$ cat src/rtl/dtc_pkg.sv
// Shared types and sizing helpers for the sequential decision-tree evaluator.
package dtc_pkg;

   typedef enum logic [1:0] {
      IDLE,
      WALK,
      DONE
   } dtc_state_e;

   localparam logic CFG_SEL_NODE = 1'b0;
   localparam logic CFG_SEL_LEAF = 1'b1;

   function automatic int n_nodes(input int depth);
      return (1 << depth) - 1;
   endfunction

   function automatic int n_leaves(input int depth);
      return 1 << depth;
   endfunction

endpackage

$ cat src/rtl/dtc_tree_table.sv
// Register tables for a complete binary tree: feature index per internal node,
// class label per leaf, one write port and two combinational read ports.
module dtc_tree_table
   import dtc_pkg::*;
#(
   parameter int DEPTH  = 4,
   parameter int CLS_W  = 1,
   parameter int FIDX_W = 4,
   parameter int CFG_W  = 4
) (
   input  logic              clk,
   input  logic              rst_n,
   input  logic              we,
   input  logic              sel,
   input  logic [DEPTH-1:0]  addr,
   input  logic [CFG_W-1:0]  data,
   input  logic [DEPTH-1:0]  node_addr,
   output logic [FIDX_W-1:0] node_feat,
   input  logic [DEPTH-1:0]  leaf_addr,
   output logic [CLS_W-1:0]  leaf_class
);

   localparam int NODES  = n_nodes(DEPTH);
   localparam int LEAVES = n_leaves(DEPTH);

   // The node array has one spare top entry so every DEPTH-bit address is in
   // range; it is never written and always reads as feature 0.
   logic [FIDX_W-1:0] feat [LEAVES];
   logic [CLS_W-1:0]  leaf [LEAVES];

   always_ff @(posedge clk or negedge rst_n) begin
      if (!rst_n) begin
         for (int i = 0; i < LEAVES; i++) begin
            feat[i] <= '0;
            leaf[i] <= '0;
         end
      end else if (we) begin
         if (sel == CFG_SEL_NODE) begin
            if (int'(addr) < NODES) begin
               feat[addr] <= data[FIDX_W-1:0];
            end
         end else begin
            leaf[addr] <= data[CLS_W-1:0];
         end
      end
   end

   assign node_feat  = feat[node_addr];
   assign leaf_class = leaf[leaf_addr];

endmodule

$ cat src/rtl/dtc_seq_eval.sv
// Runtime-programmable decision-tree classifier that walks one tree level per
// clock, with valid/ready handshakes on the sample and result sides.
module dtc_seq_eval
   import dtc_pkg::*;
#(
   parameter int N_INPUTS = 10,
   parameter int DEPTH    = 4,
   parameter int CLS_W    = 1,
   parameter int FIDX_W   = $clog2(N_INPUTS),
   parameter int CFG_W    = (FIDX_W > CLS_W) ? FIDX_W : CLS_W
) (
   input  logic                clk,
   input  logic                rst_n,
   input  logic                in_valid,
   output logic                in_ready,
   input  logic [N_INPUTS-1:0] in_data,
   output logic                out_valid,
   input  logic                out_ready,
   output logic [CLS_W-1:0]    out_class,
   input  logic                cfg_we,
   input  logic                cfg_sel,
   input  logic [DEPTH-1:0]    cfg_addr,
   input  logic [CFG_W-1:0]    cfg_data,
   output logic                cfg_ready
);

   localparam int NODES = n_nodes(DEPTH);
   localparam int IW    = DEPTH + 1;
   localparam int LVL_W = $clog2(DEPTH + 1);
   localparam int EXT_W = 1 << FIDX_W;

   dtc_state_e          state;
   logic [N_INPUTS-1:0] sample_q;
   logic [IW-1:0]       node_idx;
   logic [IW-1:0]       child_idx;
   logic [LVL_W-1:0]    level;
   logic [FIDX_W-1:0]   feat_sel;
   logic [CLS_W-1:0]    leaf_class;
   logic [EXT_W-1:0]    sample_ext;
   logic [DEPTH-1:0]    leaf_idx;
   logic                bit_sel;

   // Zero-extending the sample makes any feature index >= N_INPUTS read as 0.
   always_comb begin
      sample_ext                 = '0;
      sample_ext[N_INPUTS-1:0]   = sample_q;
      bit_sel                    = sample_ext[feat_sel];
      child_idx                  = (node_idx << 1) + IW'(1) + IW'(bit_sel);
      leaf_idx                   = DEPTH'(child_idx - IW'(NODES));
   end

   dtc_tree_table #(
      .DEPTH  (DEPTH),
      .CLS_W  (CLS_W),
      .FIDX_W (FIDX_W),
      .CFG_W  (CFG_W)
   ) u_table (
      .clk        (clk),
      .rst_n      (rst_n),
      .we         (cfg_we & cfg_ready),
      .sel        (cfg_sel),
      .addr       (cfg_addr),
      .data       (cfg_data),
      .node_addr  (node_idx[DEPTH-1:0]),
      .node_feat  (feat_sel),
      .leaf_addr  (leaf_idx),
      .leaf_class (leaf_class)
   );

   always_ff @(posedge clk or negedge rst_n) begin
      if (!rst_n) begin
         state     <= IDLE;
         in_ready  <= 1'b1;
         cfg_ready <= 1'b1;
         out_valid <= 1'b0;
         out_class <= '0;
         sample_q  <= '0;
         node_idx  <= '0;
         level     <= '0;
      end else begin
         case (state)
            IDLE: begin
               if (in_valid) begin
                  sample_q  <= in_data;
                  node_idx  <= '0;
                  level     <= '0;
                  in_ready  <= 1'b0;
                  cfg_ready <= 1'b0;
                  state     <= WALK;
               end
            end
            WALK: begin
               node_idx <= child_idx;
               level    <= level + LVL_W'(1);
               if (level == LVL_W'(DEPTH - 1)) begin
                  out_class <= leaf_class;
                  out_valid <= 1'b1;
                  state     <= DONE;
               end
            end
            DONE: begin
               if (out_ready) begin
                  out_valid <= 1'b0;
                  in_ready  <= 1'b1;
                  cfg_ready <= 1'b1;
                  state     <= IDLE;
               end
            end
            default: begin
               state     <= IDLE;
               in_ready  <= 1'b1;
               cfg_ready <= 1'b1;
               out_valid <= 1'b0;
            end
         endcase
      end
   end

endmodule

$ cat config.mk
export PLATFORM = sky130hd
export DESIGN_NAME = dtc_seq_eval
export DESIGN_NICKNAME = d
export VERILOG_FILES = /design/src/rtl/dtc_pkg.sv /design/src/rtl/dtc_tree_table.sv /design/src/rtl/dtc_seq_eval.sv
export SDC_FILE = /design/constraint.sdc
export NUM_CORES = 1
export LEC_CHECK = 0
export BUFFER_PORTS_ARGS = -buffer_cell sky130_fd_sc_hd__buf_2
export CAP_MARGIN = 25
export CELL_PAD_IN_SITES_DETAIL_PLACEMENT = 1
export CELL_PAD_IN_SITES_GLOBAL_PLACEMENT = 1
export CORE_UTILIZATION = 51
export DETAILED_ROUTE_END_ITERATION = 12
export PLACE_DENSITY_LB_ADDON = 0.25
export SLEW_MARGIN = 20
export SYNTH_ARGS = -nofsm -noshare
export SYNTH_HDL_FRONTEND = slang
export SYNTH_SLANG_ARGS = --single-unit
$ cat constraint.sdc
create_clock -name clk -period 5.1 [get_ports clk]
set_clock_uncertainty 0.05 [all_clocks]
set_input_delay 1.02 -clock clk [delete_from_list [all_inputs] [get_ports clk]]
set_output_delay 1.02 -clock clk [all_outputs]
set_load 0.1 [all_outputs]
# After elaboration in Yosys (flattened, before gate mapping)
# Index checks and enable logic that the tools add are counted.
# totals
ff_bits	102
latch_bits	0
ram_bits	0
rom_bits	0
input_bits	24
out_inout_bits	4
mem_count	0
# op_classes
add_sub_neg	4
n_mul	0
div_mod_pow	0
order_cmp	6
eq_ne	6
n_shift	0
n_mux	28
bitwise_logic	7
n_reduce_logical	11
# ops
op	count
64-bit bitwise mux	1
4-bit binary-select mux with 4-bit select	1
16-bit bitwise mux	1
4-bit demux with 4-bit select	1
4-bit two-way mux	4
5-bit >= comparator, second input constant	3
4-bit inverter with 5-bit output	3
3-bit AND reduction	4
1-bit binary-select mux with 4-bit select	2
1-bit two-way mux	8
4-bit case mux with 2 select lines	1
2-bit AND reduction	4
2-bit two-way mux	3
2-bit != test, second input constant	3
1-bit case mux with 3 select lines	2
2-bit case mux with 3 select lines	1
3-bit case mux with 2 select lines	1
4-bit by 5-bit < comparator with 1-bit output, second input constant	1
5-bit by 1-bit < comparator with 1-bit output, second input constant	1
4-bit by 1-bit adder with 4-bit output	1
4-bit by 1-bit adder with 4-bit output, second input constant	1
1-bit demux with 4-bit select	1
4-bit < comparator, second input constant	1
4-bit subtractor, second input constant	1
other kinds (10)	12

# Logic depth before layout (Yosys ltp)
# logic_depth
word_depth	12
mapped_depth	19
mapped_depth_nobuf	16

# Cells and area by module
# From an unflattened synthesis, not the netlist that was laid out.
# hier_totals
cells_unflattened	389
hier_area_um2	5054.8
# by_module_without_submodules
module	n_inst	cells_per_inst	area_each_um2	seq_area_each_um2
dtc_tree_table	1	265	3857.4	2001.9
dtc_seq_eval	1	124	1197.4	551.8

# Worst setup path after synthesis
# No wires, ideal clock.
# synth_path
kind	register to register
start	register node_idx[0]
end	register out_class
setup_time_ns	0.127
t_arrival_ns	3.911
required_time_ns	4.923
setup_slack_ns	1.012
path_stages_with_launch	18
n_path_buf	3
synth_period_minus_slack_ns	4.088
path_cell_list	dfrtp_1 > buf_6 > buf_12 > mux2i_2 > a221oi_4 > o21ai_0 > and3_1 > o32a_4 > a21oi_2 > nor2_1 > ha_1 > clkbuf_1 > nand2_1 > or2_2 > a221oi_2 > o21ba_1 > a211oi_1 > o31ai_2
# synth_via
elab_chain_len	12
word_cells_on_any_way	13
classes_between	3 x add/sub; 8 x mux; 2 x bitwise
# synth_rtl
element	line	rtl
from (decl)	dtc_seq_eval.sv:34	logic [IW-1:0] node_idx;
from (signal assigned)	dtc_seq_eval.sv:93	node_idx <= child_idx;
4-bit inverter with 5-bit output (implied by the code)	dtc_tree_table.sv:48	assign node_feat = feat[node_addr];
4-bit binary-select mux with 4-bit select	dtc_tree_table.sv:48	
4-bit two-way mux (implied by the code) (2 in a row)	dtc_tree_table.sv:48	
1-bit binary-select mux with 4-bit select	dtc_seq_eval.sv:47	bit_sel = sample_ext[feat_sel];
1-bit two-way mux (implied by the code)	dtc_seq_eval.sv:47	
4-bit by 1-bit adder with 4-bit output (*)	dtc_seq_eval.sv:48	child_idx = (node_idx << 1) + IW'(1) + IW'(bit_sel);
4-bit subtractor (*)	dtc_seq_eval.sv:49	leaf_idx = DEPTH'(child_idx - IW'(NODES));
4-bit inverter with 5-bit output (implied by the code) (*)	dtc_tree_table.sv:49	assign leaf_class = leaf[leaf_addr];
1-bit binary-select mux with 4-bit select (*)	dtc_tree_table.sv:49	
1-bit two-way mux (implied by the code) (*) (2 in a row)	dtc_tree_table.sv:49	
to (signal assigned)	dtc_seq_eval.sv:96	out_class <= leaf_class;
to (decl)	dtc_seq_eval.sv:19	output logic [CLS_W-1:0] out_class,
# Every way passes the cells marked *; elsewhere a longest branch is shown, timed or not. The select of a mux whose other input is x is not followed.
# A chain may end at the register's enable or synchronous reset.

# Worst setup path after layout
# Same ends and word-level chain as after synthesis.

==> results.yml <==
synthesis:
  synth_area_um2: 5250
  ys_seq_elements: 102
  synth_async_sr_flop_share_pct: 100
  synth_enable_flop_cells: 0
  seq_area_frac_synth_pct: 48.6
  synth.net_count: 427
  synth.yosys.warnings: 0
  postSynthAreaPerCell_um2: 13.2
  synth.lib_cells_used.distinct: 58
  postSynth.topFlopCell: "sky130_fd_sc_hd__dfrtp_1"
  number_of_standard_cells_after_synthesis: 399
pwr:
  power.density_nw_per_um2: 504
  power_total_uw: 2850
  ir_drop_uv: 220
  p_leak_uw: 0.00261
hold_path:
  hold_path.class: "reg2reg"
placed_design:
  post-place-ws_ps: 641
  dpl.cell_count: 541
  place_area_um2: 5440
  port_buf_inserts: 27
  placer_congestion_estimate: 0.848
  place.detailed.hpwl_um: 8270
detailed_routing:
  detail_route.drc_violations: 0
  routed_via_density: 5.94
  drt-initial-drc-count: 64
  post_drt_wl_per_cell_um: 20.3
  vias: 3315
  routed_wirelength_um: 11300
  antenna_violating_nets_post_route: 0
  detail_route.first_pass.iterations: 4
floorplanning:
  start_util_pct: 53.2
  fp.dieH_um: 103
  total_core_area_um2: 9860
  pin_count: 28
  rows: 36
  die_width_um: 103
  design.die.area_um2: 10700
sta:
  achievable-frequency_ghz: 0.223
  unrepaired_setup_endpoints_after_global_routing: "false"
  post-route-min-period_ps: 4490
  fin_tns_setup_ps: 0
  timing.final.ws_setup_ps: 610
  final_max_slew_viol_count: 0
  setup_viol: 0
  max-slew-margin-rel_pct: 35.5
  worst_margin_slew_ps: 963
  hold_viol_final: 0
  timing.final.crit_share_pct: 88.0
final_layout:
  instances_no_fill: 558
  fillCellCount: 1009
  antenna-diode-count: 0
  layout.nets: 448
  final_common_cell: "sky130_fd_sc_hd__dfrtp_1"
  most_used_cells_in_the_layout_excluding_fill_and_tap_cells: "sky130_fd_sc_hd__dfrtp_1 (101), sky130_fd_sc_hd__mux2_2 (89), sky130_fd_sc_hd__nand2_1 (27), sky130_fd_sc_hd__nor2_1 (26), sky130_fd_sc_hd__buf_2 (26)"
  layout-drive-gt1-share_pct: 36.5
  finish.instance_area_um2: 5640
  flow.area_growth_from_synthesis_pct: 7.43
critical_path:
  setup.worst_path.end_class: "flip-flop"
  crit_type: "reg2reg"
  required_ps: 5330
  crit_path_start_kind: "flip-flop"
  critical_path_arrival_ps: 4720
  worst-path-max-fanout: 21
clock_tree:
  cts-buffers-inserted: 9
  holdBufCountCts: 0
  clk_latency_ps: 390
  clock_sink_count: 102
  worst_setup_hold_path_clk_slew_ps: 100
  postCtsSetupBuffers: 0
  cts-htree-levels: 3
  cts_tree: "yes"
  clock-root-buffer: "sky130_fd_sc_hd__clkbuf_8"
  cts_resized: 0
  cts_max_path_buffers: 2
global_routing:
  initial_antenna_violation_count: 0
  grt_pass1_vias: 3379
  grt_first_pass_wirelength_um: 18700
  overflow: 0
  grt_max_degree: 76
  globalRouteTotalUtil_pct: 24.1
run:
  max-cap-violations: 0
status:
  status: "finished clean"
==> final timing paths <==
path                                 startpoint          endpoint  slack [ps]  cells after the start
worst max-delay path                node_idx[0]         out_class         610                     15
worst min-delay path            u_table.feat[0]   u_table.feat[0]         330                      0
worst max register to register      node_idx[0]         out_class         610                     15
worst min register to register  u_table.feat[0]   u_table.feat[0]         330                      0
max in group asynchronous                 rst_n  u_table.leaf[11]        3530                      3
min in group asynchronous                 rst_n  u_table.feat[53]         450                      1
==> Yosys cell counts (3+ instances only) <==
master                     instances  area, um^2
sky130_fd_sc_hd__nor2_1           26        97.6
sky130_fd_sc_hd__ha_1              4        50.1
sky130_fd_sc_hd__mux2_2           89        1000
sky130_fd_sc_hd__nand3_1          11        55.1
sky130_fd_sc_hd__a21oi_1           3        15.0
sky130_fd_sc_hd__and2_1            5        31.3
sky130_fd_sc_hd__o21ai_0           6        30.0
sky130_fd_sc_hd__a32oi_1           3        26.3
sky130_fd_sc_hd__o22ai_1           3        18.8
sky130_fd_sc_hd__a211oi_1          4        30.0
sky130_fd_sc_hd__dfrtp_1         101        2530
sky130_fd_sc_hd__mux2i_1          10         100
sky130_fd_sc_hd__nand2_1          27         101
sky130_fd_sc_hd__a22o_1            3        26.3
sky130_fd_sc_hd__clkbuf_1         14        52.6
sky130_fd_sc_hd__mux4_1           14         368
sky130_fd_sc_hd__nand3b_1          4        30.0
sky130_fd_sc_hd__clkbuf_8          4        55.1
sky130_fd_sc_hd__nor2b_1           6        37.5
sky130_fd_sc_hd__inv_1             3        11.3
sky130_fd_sc_hd__nand2b_1          7        43.8
sky130_fd_sc_hd__nor3_1            4        20.0
sky130_fd_sc_hd__o211ai_1          7        52.6
sky130_fd_sc_hd__mux4_2            3        67.6
==> where the power goes <==
group          leakage, uW  switching [uW]  internal [uW]
sequential         0.00136             150            990
clock            0.0000870             296            183
combinational      0.00116             666            561
total              0.00261            1110           1730
==> logic make-up after synthesis <==
group,count (synthesis),share of synthesized area (%)
compound gates,48,8.05
xor+xnor,3,0.500
fa+ha+maj,4,0.953
buf+inv,25,3.07
flops,102,48.6
mux,117,29.5
simple gates,100,9.27
==> registers in the layout, indices dropped and copies added, names as in the netlist <==
| name | flops |
|---|---|
| level | 3 |
| cfg_ready | 1 |
| u_table.feat | 64 |
| state | 2 |
| sample_q | 10 |
| u_table.leaf | 16 |
| out_class | 1 |
| node_idx | 4 |
| out_valid | 1 |
==> per-layer routing <==
layer  vias up  track usage (%)  part of all wire [%]
li1       1526                -                     -
met1      1716             34.6                    49
met2        61             36.8                    46
met3        12             5.24                   3.7
met4         0             7.37                   1.3
met5         -                0                     0
==> final cells by class <==
type	instances	area (um^2)	area share, %
multi-input combinational	272	2540	45.0
clock inverter	7	55.1	0.976
sequential	102	2550	45.3
clock buffer	9	124	2.20
tap	133	166	2.95
timing repair buffer	32	195	3.46
inverter	3	11.3	0.200
==> metrics by stage <==
| step | hold WS, ps | utilization [%] |
|---|---|---|
| CTS | 341 | 56.9 |
| finish | 335 | 57.2 |
| detailed placement | 318 | 55.1 |
| floorplan | 371 | - |
| global placement | 307 | 55.1 |
| global route | 357 | 57.2 |
==> critical path, cell delays in order, from the launching register on <==
cell                       delay (ps)
sky130_fd_sc_hd__dfrtp_1          340
sky130_fd_sc_hd__buf_4            330
sky130_fd_sc_hd__mux2i_1          220
sky130_fd_sc_hd__a221oi_4         500
sky130_fd_sc_hd__o21ai_0          220
sky130_fd_sc_hd__and3_1           240
sky130_fd_sc_hd__o32a_4           390
sky130_fd_sc_hd__a21oi_2          240
sky130_fd_sc_hd__nor2_1            90
sky130_fd_sc_hd__ha_1             490
sky130_fd_sc_hd__nand2_1          140
sky130_fd_sc_hd__or2_2            310
sky130_fd_sc_hd__a221oi_2         230
sky130_fd_sc_hd__o21ba_1          190
sky130_fd_sc_hd__a211oi_1         300
sky130_fd_sc_hd__o31ai_2          100
(Power assumes the default switching activity.)
